**src/rtl/cadence_gen.sv**
```systemverilog
// Pedal-cadence square-wave generator: programmable half-period, speed ramps,
// finite bursts, start/stop control and a saturating rising-edge counter.
module cadence_gen #(
  parameter int CNT_W = 16,
  parameter int NUM_W = 16
) (
  input  logic             clk,
  input  logic             rst,
  input  logic             start,
  input  logic             stop,
  input  logic [1:0]       mode,
  input  logic [CNT_W-1:0] half_per,
  input  logic [CNT_W-1:0] half_per_lim,
  input  logic [CNT_W-1:0] step,
  input  logic [NUM_W-1:0] num_pulses,
  output logic             cadence,
  output logic             busy,
  output logic             done,
  output logic [NUM_W-1:0] rise_cnt,
  output logic [CNT_W-1:0] cur_half_per
);
  typedef enum logic [1:0] {S_IDLE, S_HIGH, S_LOW} state_t;
  localparam logic [1:0] M_CONST = 2'b00, M_UP = 2'b01, M_DOWN = 2'b10, M_BURST = 2'b11;

  state_t           r_state, w_state_nx;
  logic [CNT_W-1:0] r_phase, w_phase_nx;
  logic [CNT_W-1:0] r_cur, w_cur_nx;
  logic [NUM_W-1:0] r_rise, w_rise_nx;
  logic             r_done, w_done_nx;
  logic [1:0]       r_mode;
  logic [CNT_W-1:0] r_lim, r_step;
  logic [NUM_W-1:0] r_num;
  logic             w_cfg_ld;

  logic [CNT_W-1:0] w_phase_inc, w_floor, w_ramp;
  logic [CNT_W:0]   w_sum;
  logic             w_phase_end;

  assign w_phase_inc = r_phase + 1'b1;
  assign w_phase_end = (w_phase_inc == r_cur);
  assign w_floor     = (r_lim == '0) ? {{(CNT_W-1){1'b0}}, 1'b1} : r_lim;
  // Extra bit keeps the ramp-down sum from wrapping before the ceiling clamp.
  assign w_sum       = {1'b0, r_cur} + {1'b0, r_step};

  always_comb begin
    w_ramp = r_cur;
    case (r_mode)
      M_UP: begin
        if (r_cur <= w_floor)              w_ramp = r_cur;
        else if (r_cur - w_floor <= r_step) w_ramp = w_floor;
        else                               w_ramp = r_cur - r_step;
      end
      M_DOWN: begin
        if (r_cur >= r_lim)               w_ramp = r_cur;
        else if (w_sum > {1'b0, r_lim})   w_ramp = r_lim;
        else                              w_ramp = w_sum[CNT_W-1:0];
      end
      default: w_ramp = r_cur;
    endcase
  end

  // State and datapath registers
  always_ff @(posedge clk or posedge rst) begin
    if (rst) begin
      r_state <= S_IDLE;
      r_phase <= '0;
      r_cur   <= '0;
      r_rise  <= '0;
      r_done  <= 1'b0;
      r_mode  <= M_CONST;
      r_lim   <= '0;
      r_step  <= '0;
      r_num   <= '0;
    end else begin
      r_state <= w_state_nx;
      r_phase <= w_phase_nx;
      r_cur   <= w_cur_nx;
      r_rise  <= w_rise_nx;
      r_done  <= w_done_nx;
      if (w_cfg_ld) begin
        r_mode <= mode;
        r_lim  <= half_per_lim;
        r_step <= step;
        r_num  <= num_pulses;
      end
    end
  end

  // Next-state logic
  always_comb begin
    w_state_nx = r_state;
    w_phase_nx = r_phase;
    w_cur_nx   = r_cur;
    w_rise_nx  = r_rise;
    w_done_nx  = 1'b0;
    w_cfg_ld   = 1'b0;
    case (r_state)
      S_IDLE: begin
        if (start && !stop) begin
          w_cfg_ld = 1'b1;
          if (mode == M_BURST && num_pulses == '0) begin
            w_done_nx = 1'b1;
            w_rise_nx = '0;
          end else begin
            w_state_nx = S_HIGH;
            w_phase_nx = '0;
            w_cur_nx   = (half_per == '0) ? {{(CNT_W-1){1'b0}}, 1'b1} : half_per;
            w_rise_nx  = {{(NUM_W-1){1'b0}}, 1'b1};
          end
        end
      end
      S_HIGH: begin
        if (stop) begin
          w_state_nx = S_IDLE;
          w_phase_nx = '0;
        end else if (w_phase_end) begin
          w_state_nx = S_LOW;
          w_phase_nx = '0;
        end else begin
          w_phase_nx = w_phase_inc;
        end
      end
      S_LOW: begin
        if (stop) begin
          w_state_nx = S_IDLE;
          w_phase_nx = '0;
        end else if (w_phase_end) begin
          w_phase_nx = '0;
          if (r_mode == M_BURST && r_rise == r_num) begin
            w_state_nx = S_IDLE;
            w_done_nx  = 1'b1;
          end else begin
            w_state_nx = S_HIGH;
            w_cur_nx   = w_ramp;
            w_rise_nx  = (&r_rise) ? r_rise : r_rise + 1'b1;
          end
        end else begin
          w_phase_nx = w_phase_inc;
        end
      end
      default: begin
        w_state_nx = S_IDLE;
        w_phase_nx = '0;
      end
    endcase
  end

  // Outputs decode registered state only
  always_comb begin
    cadence      = (r_state == S_HIGH);
    busy         = (r_state != S_IDLE);
    done         = r_done;
    rise_cnt     = r_rise;
    cur_half_per = r_cur;
  end
endmodule

```
**config.mk**
```make
export PLATFORM = sky130hd
export DESIGN_NAME = cadence_gen
export DESIGN_NICKNAME = d
export VERILOG_FILES = /design/src/rtl/cadence_gen.sv
export SDC_FILE = /design/constraint.sdc
export NUM_CORES = 1
export LEC_CHECK = 0
export CORE_MARGIN = 5
export CORE_UTILIZATION = 62
export CTS_CLUSTER_SIZE = 30
export DETAILED_ROUTE_END_ITERATION = 6
export GPL_TIMING_DRIVEN = 0
export PLACE_DENSITY = 0.95
export RECOVER_POWER = 100
export SLEW_MARGIN = 20
export SYNTH_ARGS = -nofsm -noshare
export SYNTH_HDL_FRONTEND = slang
export SYNTH_SLANG_ARGS = --single-unit
```
**constraint.sdc**
```tcl
create_clock -name clk -period 7.4 [get_ports clk]
set_input_delay 1.48 -clock clk [delete_from_list [all_inputs] [get_ports clk]]
set_output_delay 1.48 -clock clk [all_outputs]
set_load 0.05 [all_outputs]
```
==> After elaboration in Yosys (flattened, before gate mapping) <==
Cells that the tools add are included.
{ "classes": {"n_addsub": 5, "n_mul": 0, "div": 0, "n_lt_le_gt_ge": 4, "eq_ne": 19, "n_shift": 0, "muxes": 41, "bitwise": 0, "n_reduce_logical": 16} }
{ "ops": {"columns": ["op", "count"], "rows": [
  ["two-way mux 16 bit", 20],
  ["one-hot mux 16 bit (2 select lines)", 4],
  ["logical NOT 16 bit", 3],
  ["adder 16 x 1 -> 16 bit (second input constant)", 2],
  ["== test 16 bit", 2],
  ["less-or-equal comparator 16 bit", 2],
  ["subtractor 16 bit", 2],
  ["adder 16 x 16 -> 17 bit", 1],
  ["> comparator 17 x 16 -> 1 bit", 1],
  ["greater-or-equal comparator 16 bit", 1],
  ["AND reduction 16 bit", 1],
  ["two-way mux 2 bit", 6],
  ["inequality test 2 bit (second input constant)", 6],
  ["two-way mux 1 bit", 9],
  ["inequality test 3 bit (second input constant)", 3],
  ["AND reduction 9 bit", 1],
  ["== test 2 bit (second input constant)", 4],
  ["one-hot mux 2 bit (3 select lines)", 1],
  ["AND reduction 6 bit", 1],
  ["== test 2 x 1 -> 1 bit (second input constant)", 2],
  ["AND reduction 4 bit", 1],
  ["nonzero test 2 bit", 2],
  ["logical AND 1 bit", 3],
  ["inequality test 3 x 1 -> 1 bit (second input constant)", 1],
  ["other kinds (6)", 6]
]} }
{ "word_totals": {"reg_bits": 101, "latch_bits": 0, "ramBits": 0, "mem_bits_ro": 0, "input_bits": 70, "out_inout_bits": 35, "n_memories": 0} }

==> Longest topological paths before layout <==
{ "depth": {"ltp_word": 11, "mapped_depth": 22} }

==> Worst setup path after synthesis <==
No wires, ideal clock.
{ "synth_timing": {"path_kind": "register to register", "start": "register r_cur[1] (netlist: cur_half_per[1])", "end": "register r_cur[11] (netlist: cur_half_per[11])", "setup_time_ns": 0.125, "arrival_time_ns": 4.755, "required_time_ns": 7.275, "slack_ns": 2.520, "path_stages_with_launch": 20, "path_buffers": 0, "path_cell_list": "dfrtp_1 -> ha_1 -> nor2b_1 -> o21ai_0 -> a21boi_0 -> o21ai_0 -> nand2_1 -> a31oi_1 -> o311ai_0 -> o41ai_1 -> xnor2_1 -> ha_1 -> nand4_1 -> or4_1 -> and2_1 -> and2_1 -> a221o_1 -> a22oi_1 -> o21ai_0 -> mux2_2"} }
{ "synth_between": {"elab_chain_len": 9, "word_cells_on_any_way": 21, "cone_classes": "add/sub (3); order compare (4); eq/ne (4); mux (9); reduce/logical (1)"} }
{ "synth_rtl": {"columns": ["element", "line_no", "source"], "rows": [
  ["start: declaration", "27", "logic [CNT_W-1:0] r_cur, w_cur_nx;"],
  ["start signal: assignment", "77", "r_cur <= w_cur_nx;"],
  ["adder 16 x 16 -> 17 bit / subtractor 16 bit (equally long branches)", "43, 50", null],
  ["> comparator 17 x 16 -> 1 bit / less-or-equal comparator 16 bit (equally long branches)", "55, 50", null],
  ["two-way mux 16 bit, on equally long branches", "55, 50", null],
  ["two-way mux 16 bit, on equally long branches", "54, 49", null],
  ["one-hot mux 16 bit (2 select lines)", "47", "case (r_mode)"],
  ["two-way mux 16 bit", "129", "if (r_mode == M_BURST && r_rise == r_num) begin"],
  ["two-way mux 16 bit", "127", "end else if (w_phase_end) begin"],
  ["two-way mux 16 bit", "124", "if (stop) begin"],
  ["one-hot mux 16 bit (2 select lines)", "97", "case (r_state)"]
]} }
Parallel ways exist; a longest one is shown, timed or not. The select of a mux whose other input is x is not followed.
A chain may end at the register's enable or synchronous reset.

==> impl_metrics.tcl <==
set metrics [dict create \
    clk_pin_slew_ns 0.08 \
    failed_checks "max-capacitance violations, max-slew violations" \
    synth_cell_types 81 \
    worst_slack_ns 1.45 \
    grt_max_degree 74 \
    coreArea_um2 14400 \
    syn-cell-area_um2 9050 \
    hold_path.class "register to register" \
    synth_xor_area_share_pct 7.36 \
    crit_buf_inv 3 \
    synth-edff-count 0 \
    yosysTopAreaCell "dfrtp_1" \
    synthMuxAreaShare_pct 7.30 \
    tritoncts "built" \
    grt.overflow.total 0 \
    wl_mm 28.7 \
    slowest_delay_ns 2.80 \
    wl_per_cell_um 21.5 \
    synth.most_common_cell "ha_1" \
    period_minus_slack_ns 5.95 \
    row_count 44 \
    synth_compound_area_share_pct 19.3 \
    avgSynthCellArea_um2 8.82 \
    yosys-top-cells-count "ha_1, dfrtp_1, inv_1, nor2_1, nand2_1" \
    yosysWarnings 0 \
    finalCritPeriodShare_pct 80.4 \
    dp_slack_ns 1.72 \
    clock-sinks 101 \
    cts.path.max_buffers 2 \
    ys_async_sr_fraction_pct 100 \
    area_growth_pct 17.3 \
    synth_top_area_share_pct 27.9 \
    antenna_cells 0 \
    synth-seq-area-share_pct 27.9 \
    ys_ff_latch 101 \
    cts_setup_buffers 0 \
    clock_skew_ns 0.0131 \
    dpl_cell_area_um2 10300 \
    ios 105 \
    cp_cell_sequence "dlygate4sd3_1 -> clkinvlp_2 -> clkdlybuf4s25_1" \
    criticalPathCategory "input pin to asynchronous set/reset pin" \
    num_vias 8754 \
    holdWs_ns 0.530 \
    cts-buffers-inserted 9 \
    gp_congestion 1.01 \
    max_freq_mhz 168 \
    end_kind "asynchronous set/reset pin" \
    initial_core_util_pct 62.7 \
    port_buffers 104 \
    setup_violations 0 \
    antenna_left 0 \
    dieWidth_um 131 \
    fin_area_um2 10600 \
    synth_top_family_by_area "compound AO/OA/AOI/OAI gates" \
    track_usage_pct 33.8 \
    cp.arrival_ns 5.63 \
    num-fill-cells 1049 \
    rsz0062_at_grt "false" \
    dieArea_um2 17100 \
    via_per_inst 6.58 \
    tightest_slew_ns 3.53 \
    status "finished with violations" \
    drt_drc_violations_left 0 \
    hpwl_mm 22.4 \
    synth_flop_cell "dfrtp_1" \
    synth_fp_nets 1203 \
    grt_pass1_vias 8669 \
    drt_iter0_markers 1018 \
    hold_viol 0 \
    critical-path-top-delay-family "buffers and inverters" \
    htreeDepth 3 \
    slowest_stage "clkdlybuf4s25_1" \
    synth_cells 1026 \
    antenna_found_initial 0 \
    grt_pass1_wl_mm 44.9 \
    cp-start-kind "input pin" \
    nets 1319 \
    path_max_fanout 73 \
    required_ns 7.08 \
    ctsResizeCount 0 \
    final_layout_size_suffix_gt1_share_pct 7.93 \
    cts_hold_buf 0 \
    cts_root_buf "clkbuf_16" \
    synth_fa_ha_area_share_pct 15.0 \
    max_slew_margin_pct -135 \
    synth_area_leaders "dfrtp_1, ha_1, mux2_2" \
    clock_latency_ns 0.37 \
    cap_violations 1 \
    finalSetupTns_ns 0 \
    slew_viol_final 74 \
    die_h_um 131 \
    first_pass_iters 5 \
    yosys.area_share.simple_pct 17.7 \
]
==> metal layers <==
layer	GRT usage, %	vias to the layer above	part of all wire (%)
li1	-	3999	-
met1	44.8	4118	40
met2	54.3	551	46
met3	7.15	86	11
met4	13.2	0	3.4
met5	0	-	0
==> worst paths after layout <==
kind | from | end | slack [ns] | cells after the start
max in group clk | r_lim[15]$_DFFE_PP0P_ | cur_half_per[8]$_DFFE_PP0P_ | 1.47 | 21
setup reg to reg | r_lim[15]$_DFFE_PP0P_ | cur_half_per[8]$_DFFE_PP0P_ | 1.47 | 21
hold / removal | r_num[7]$_DFFE_PP0P_ | r_num[7]$_DFFE_PP0P_ | 0.53 | 1
min in group asynchronous | rst | r_step[2]$_DFFE_PP0P_ | 1.83 | 2
setup / recovery | rst | r_phase[7]$_DFFE_PP0P_ | 1.45 | 3
hold reg to reg | r_num[7]$_DFFE_PP0P_ | r_num[7]$_DFFE_PP0P_ | 0.53 | 1
==> stage by stage <==
stage | util [%] | cells
3_3_place_gp | 71.5 | 1314
4_1_cts | 73.9 | 1331
3_5_place_dp | 71.8 | 1315
5_1_grt | 73.6 | 1331
2_1_floorplan | - | 1026
6_report | 73.6 | 1331
==> logic make-up (layout without fill, tap and decap cells) <==
logic type	count (synthesis)	after routing
buf+inv	122	243
flops	101	101
fa+ha+maj	107	107
xor+xnor	76	76
simple gates	306	306
compound gates	255	255
mux	59	59
==> worst reg2reg max path: stages, from the launching register on <==
cell and delay, ns:
dfrtp_1 0.48, nor4_1 0.35, a41o_1 0.25, ha_1 0.20, nor2b_1 0.05, o21ai_0 0.21
a21boi_0 0.17, o21ai_0 0.16, nand2_1 0.10, a31oi_1 0.37, o311ai_0 0.30, o41ai_1 0.42
xnor2_1 0.12, ha_1 0.30, nand4_1 0.17, or4_1 0.60, and2_0 0.19, nand2_1 0.23
clkbuf_1 0.48, o22ai_1 0.13, a211o_1 0.31, a31oi_1 0.25
==> layout by cell type (no fill, tap or decap), drive strengths merged, types with 6 or more instances in the layout <==
cell	synthesis	final
a211oi	10	10
a21o	12	12
a21oi	56	56
a31oi	12	12
and2	9	9
and3	6	6
buf	16	9
clkbuf	22	38
clkdlybuf4s50	0	66
dfrtp	101	101
dlygate4sd3	0	38
ha	104	104
inv	83	85
mux2	56	56
nand2	67	67
nand2b	6	6
nand3	27	27
nand4	23	23
nor2	72	72
nor2b	14	14
nor3	26	26
nor4	13	13
o2111ai	7	7
o211ai	9	9
o21a	9	9
o21ai	50	50
o21bai	8	8
o221ai	8	8
o31ai	14	14
o41ai	8	8
or3	10	10
or4	9	9
xnor2	53	53
xor2	23	23
==> area by class of cell <==
| class | count | area [um^2] | area share (%) |
|---|---|---|---|
| Clock buffer | 9 | 225 | 2.12 |
| Tap cell | 184 | 230 | 2.17 |
| Timing Repair Buffer | 105 | 1050 | 9.90 |
| Clock inverter | 7 | 90.1 | 0.849 |
| Sequential cell | 101 | 2530 | 23.8 |
| Inverter | 84 | 317 | 2.98 |
| Buffer | 38 | 159 | 1.50 |
| Multi-Input combinational cell | 803 | 6020 | 56.7 |
==> sequential cells by signal, indices dropped and copies added, names as in the netlist <==
| name | cells |
|---|---|
| cur_half_per | 16 |
| r_lim | 16 |
| r_num | 16 |
| r_phase | 16 |
| r_step | 16 |
| rise_cnt | 16 |
| r_mode | 2 |
| r_state | 2 |
| done | 1 |
Power is left out: the tool's default activity adds up to more than one toggle a clock period on the data nets, which glitch-free logic cannot reach.
